**config.mk**
```make
export PLATFORM = sky130hd
export DESIGN_NAME = uart_echo_display
export DESIGN_NICKNAME = d
export VERILOG_FILES = /design/src/rtl/uart_echo_display.sv
export SDC_FILE = /design/constraint.sdc
export NUM_CORES = 1
export LEC_CHECK = 0
export BUFFER_PORTS_ARGS = -buffer_cell sky130_fd_sc_hd__buf_4
export CORE_AREA = 2 2 135 236
export CTS_CLUSTER_SIZE = 25
export DETAILED_ROUTE_END_ITERATION = 8
export DIE_AREA = 0 0 137 238
export GPL_TIMING_DRIVEN = 1
export PLACE_DENSITY = 0.51
export SYNTH_ARGS = -nofsm -noshare
export SYNTH_HDL_FRONTEND = slang
export SYNTH_SLANG_ARGS = --single-unit
```
**constraint.sdc**
```tcl
create_clock -name clk -period 3.3 [get_ports clk]
set_clock_uncertainty 0.1 [all_clocks]
set_input_delay 0.33 -clock clk [delete_from_list [all_inputs] [get_ports clk]]
set_output_delay 0.33 -clock clk [all_outputs]
set_load 0.05 [all_outputs]
```
**src/rtl/uart_echo_display.sv**
```systemverilog
// UART echo/display: a free-running baud divider, a 7-segment byte shifter,
// and an echo FIFO drained by a handshake FSM into the UART transmitter.
module uart_echo_display #(
    parameter int CLK_DIV      = 27,
    parameter int FIFO_DEPTH   = 16,
    parameter int DISP_BYTES   = 3,
    parameter int BUSY_TIMEOUT = 64
) (
    input  logic                          clk,
    input  logic                          reset,
    input  logic [7:0]                    rx_data,
    input  logic                          rx_valid,
    input  logic                          echo_en,
    input  logic                          ovf_clr,
    output logic                          baudclk16,
    output logic [7:0]                    tx_data,
    output logic                          tx_write,
    input  logic                          tx_ready,
    output logic [8*DISP_BYTES-1:0]       disp_data,
    output logic                          disp_wen,
    output logic [$clog2(FIFO_DEPTH):0]   fifo_count,
    output logic                          overflow
);
    localparam int DW = (CLK_DIV > 1) ? $clog2(CLK_DIV) : 1;
    localparam int AW = $clog2(FIFO_DEPTH);
    localparam int CW = AW + 1;
    localparam int TW = $clog2(BUSY_TIMEOUT) + 1;

    typedef enum logic [1:0] {IDLE, WRITE, WAIT_BUSY, WAIT_DONE} state_t;

    state_t                  state_q, state_d;
    logic [DW-1:0]           div_q, div_d;
    logic                    baud_q, baud_d;
    logic [AW-1:0]           wr_q, wr_d, rd_q, rd_d;
    logic [CW-1:0]           count_q, count_d;
    logic [7:0]              mem_q [FIFO_DEPTH];
    logic [7:0]              tx_data_q, tx_data_d;
    logic                    tx_write_q, tx_write_d;
    logic [TW-1:0]           timer_q, timer_d;
    logic [8*DISP_BYTES-1:0] disp_q, disp_d;
    logic                    disp_upd_q, disp_upd_d;
    logic                    disp_wen_q, disp_wen_d;
    logic                    ovf_q, ovf_d;
    logic                    full, push, pop, drop;

    // Baud divider; the tick is registered so it lines up with the count value.
    always_comb begin
        div_d  = (div_q == DW'(CLK_DIV - 1)) ? '0 : div_q + 1'b1;
        baud_d = (div_d == DW'(CLK_DIV - 1));
    end

    // A full FIFO still accepts a byte when the FSM frees a slot in the same cycle.
    always_comb begin
        full    = (count_q == CW'(FIFO_DEPTH));
        push    = rx_valid && echo_en && (!full || pop);
        drop    = rx_valid && echo_en && full && !pop;
        wr_d    = wr_q + AW'(push);
        rd_d    = rd_q + AW'(pop);
        count_d = count_q;
        if (push && !pop) count_d = count_q + 1'b1;
        if (pop && !push) count_d = count_q - 1'b1;
        ovf_d = ovf_q;
        if (ovf_clr) ovf_d = 1'b0;
        if (drop)    ovf_d = 1'b1;
    end

    always_comb begin
        disp_d = disp_q;
        if (rx_valid) begin
            disp_d      = disp_q << 8;
            disp_d[7:0] = rx_data;
        end
        disp_upd_d = rx_valid;
        disp_wen_d = disp_upd_q;
    end

    always_comb begin
        state_d    = state_q;
        tx_data_d  = tx_data_q;
        tx_write_d = 1'b0;
        timer_d    = timer_q;
        pop        = 1'b0;
        case (state_q)
            IDLE: begin
                if (count_q != '0 && tx_ready) begin
                    pop        = 1'b1;
                    tx_data_d  = mem_q[rd_q];
                    tx_write_d = 1'b1;
                    state_d    = WRITE;
                end
            end
            WRITE: begin
                timer_d = TW'(1);
                state_d = WAIT_BUSY;
            end
            WAIT_BUSY: begin
                // A transmitter that never shows busy is assumed to have taken the byte.
                if (!tx_ready)                                state_d = WAIT_DONE;
                else if (timer_q == TW'(BUSY_TIMEOUT - 1))    state_d = IDLE;
                else                                          timer_d = timer_q + 1'b1;
            end
            WAIT_DONE: begin
                if (tx_ready) state_d = IDLE;
            end
            default: state_d = IDLE;
        endcase
    end

    always_ff @(posedge clk) begin
        if (push) mem_q[wr_q] <= rx_data;
    end

    always_ff @(posedge clk) begin
        if (reset) begin
            state_q    <= IDLE;
            div_q      <= '0;
            baud_q     <= 1'b0;
            wr_q       <= '0;
            rd_q       <= '0;
            count_q    <= '0;
            tx_data_q  <= 8'h00;
            tx_write_q <= 1'b0;
            timer_q    <= '0;
            disp_q     <= '0;
            disp_upd_q <= 1'b0;
            disp_wen_q <= 1'b0;
            ovf_q      <= 1'b0;
        end else begin
            state_q    <= state_d;
            div_q      <= div_d;
            baud_q     <= baud_d;
            wr_q       <= wr_d;
            rd_q       <= rd_d;
            count_q    <= count_d;
            tx_data_q  <= tx_data_d;
            tx_write_q <= tx_write_d;
            timer_q    <= timer_d;
            disp_q     <= disp_d;
            disp_upd_q <= disp_upd_d;
            disp_wen_q <= disp_wen_d;
            ovf_q      <= ovf_d;
        end
    end

    assign baudclk16  = baud_q;
    assign tx_data    = tx_data_q;
    assign tx_write   = tx_write_q;
    assign disp_data  = disp_q;
    assign disp_wen   = disp_wen_q;
    assign fifo_count = count_q;
    assign overflow   = ovf_q;
endmodule

```
==> results.yml <==
synthesis:
  synth-edff-count: 128
  ys_ff_latch: 192
  synth_area_leaders: "edfxtp_1, dfxtp_1, mux4_2"
  syn_area_sq_um: 7560
  postSynth.asyncResetShare_pct: 0
  syn_nets: 522
  yosysMostFrequentCell: "edfxtp_1"
  synth_cells: 499
  ys.flop_type: "edfxtp_1"
  syn_area_per_cell_sq_um: 15.1
  yosys_warnings: 0
  synth_top_cells_by_count: "edfxtp_1, nor2_1, dfxtp_1"
  ys_seq_area_share_pct: 67.8
  yosys.area.top_type: "edfxtp_1"
  ys_types: 51
  yosysTopAreaCellShare_pct: 50.9
clock_tree:
  clock_latency_ns: 0.44
  clkTransAtPathRegs_ns: 0.07
  cts_root_buf: "clkbuf_16"
  clock_sink_count: 192
  max-clock-path-buffers: 2
  ctsResizeCount: 0
  cts-hold-fix-buffers: 0
  cts_tree: "built"
  h-tree-depth: 4
  cts_buffers: 17
  post_cts_buffers: 0
layout:
  utilization_pct: 29.6
  area_growth_pct: 19.9
  antennaDiodeCount: 0
  drive_gt1_share_pct: 24.8
  final_nets: 582
die:
  die_w_um: 137
  die_area_sq_um: 32600
  fp.coreArea_sq_um: 30600
  io_pins: 55
  die-height_um: 238
  initial_utilization_pct: 24.7
  rows: 85
timing:
  worst_slew_pin_slew_ns: 0.722
  setup_slack_ns: 0.453
  finalHoldViolations: 0
  finalSetupViolCount: 0
  hold-worst-slack_ns: 0.0475
  setup_tns_ns: 0
  final_max_slew_viol_count: 0
  maxSlewHeadroom_pct: 51.7
  rsz0062_at_grt: "no"
  min_period_ns: 2.85
  fin_crit_sh_pct: 86.3
  max_freq_mhz: 351
worst_setup_path:
  crit_path_start_kind: "flip-flop"
  cp.required_ns: 3.57
  worstPathArrival_ns: 3.11
  path_max_fanout: 11
  crit_path_end_kind: "flip-flop"
  criticalPathCategory: "flip-flop to flip-flop"
drt:
  viasPerCell: 4.39
  dr.pass1.iters: 4
  drc: 0
  vias: 4224
  drt_iter0_drc: 287
  ant_nets: 0
  wl_per_cell_um: 17.5
  wirelength_mm: 16.9
place:
  gp_congestion: 0.794
  io_buffer_count: 54
  pre_cts_ws_ns: 0.491
  hpwl_mm: 11.8
run_status:
  outcome: "completed"
power_and_ir_drop:
  max-vdd-ir-drop_v: 0.000326
  total_power_mw: 6.11
  powerDensity_nw_per_um2: 675
  leakagePower_nw: 3.11
global_routing:
  grtUsageTotal_pct: 10.9
  gr-total-overflow: 0
  antenna_found_initial: 0
  grt_pass1_wl_mm: 26.0
  grt_pass1_vias: 4491
  grt_max_degree: 57
run:
  drv_cap: 0
min_path:
  hp-class: "input pin to flip-flop"
## layer usage
| layer | track usage, % | part of all wire, % | vias to the layer above |
|---|---|---|---|
| met3 | 2.38 | 2.7 | 17 |
| met2 | 20.7 | 58 | 72 |
| met5 | 0 | 0 | - |
| li1 | - | - | 1999 |
| met4 | 4.53 | 1.8 | 0 |
| met1 | 11.1 | 38 | 2136 |
## flip-flops by register name, indices dropped and copies added, names as in the netlist
name,count
mem_q,128
disp_data,24
tx_data,8
timer_q,7
div_q,5
fifo_count,5
rd_q,4
wr_q,4
state_q,2
baudclk16,1
disp_upd_q,1
disp_wen,1
overflow,1
tx_write,1
## placed cells by master (no fill, tap or decap), types with 8 or more instances in the layout
master       n
a21boi_1     8
mux2i_1     27
a21oi_1     18
buf_4       67
nand3_1      8
edfxtp_1   128
clkbuf_16   19
ha_1         9
nor2_1      65
xnor2_1      8
dfxtp_1     63
nand2_1     16
nor2b_1      8
mux4_2      32
a22oi_1     16
## power breakdown
group          internal (mW)  switching, mW  leakage [nW]
registers               2.68          0.130          1.68
clock network           1.16          0.938         0.306
logic                  0.442          0.764          1.13
total                   4.28           1.83          3.11
## per-stage QoR
stage                     area [sq um]  std cells
final                             9060        963
after global placement            8450        931
after floorplan                   7560        499
after detailed placement          8450        931
after CTS                         9060        963
after global routing              9060        963
## final cells by class
class / count / area [sq um]
Multi-Input combinational cell: 274 / 2290
Tap cell: 391 / 489
Sequential cell: 192 / 5130
Inverter: 6 / 22.5
Clock inverter: 12 / 133
Timing Repair Buffer: 68 / 523
Fill cell: 3080 / 21600
Clock buffer: 20 / 479
## worst max-delay path, cell delays in order, from the launching register on
cell and delay, ns:
dfxtp_1 0.40, or3b_4 0.49, a211oi_2 0.35, xor2_1 0.12, ha_1 0.24, o31a_1 0.26, or4_4 0.42, o21ai_1 0.15
nand2_1 0.09, a21oi_1 0.15
## logic make-up (layout without fill, tap and decap cells)
kind of cell / Yosys count / in the layout / synth area share (%)
buffers and inverters: 33 / 106 / 1.87
and+or+nand+nor: 127 / 127 / 8.13
adders and majority gates: 9 / 9 / 1.49
xor gates and xnor gates: 15 / 15 / 1.74
DFF: 192 / 192 / 67.8
muxes: 59 / 59 / 13.1
AOI/OAI and AO/OA: 64 / 64 / 5.86
## path summary, 6_finish.rpt
check,slack [ns],start,end,cells past startpoint
worst max-delay path,0.45,state_q[1],fifo_count[4],9
worst min-delay path,0.05,ovf_clr,overflow,3
worst max register to register,0.45,state_q[1],fifo_count[4],9
worst min register to register,0.35,timer_q[6],timer_q[6],2
Note: power is estimated with default switching activity, not from simulation.
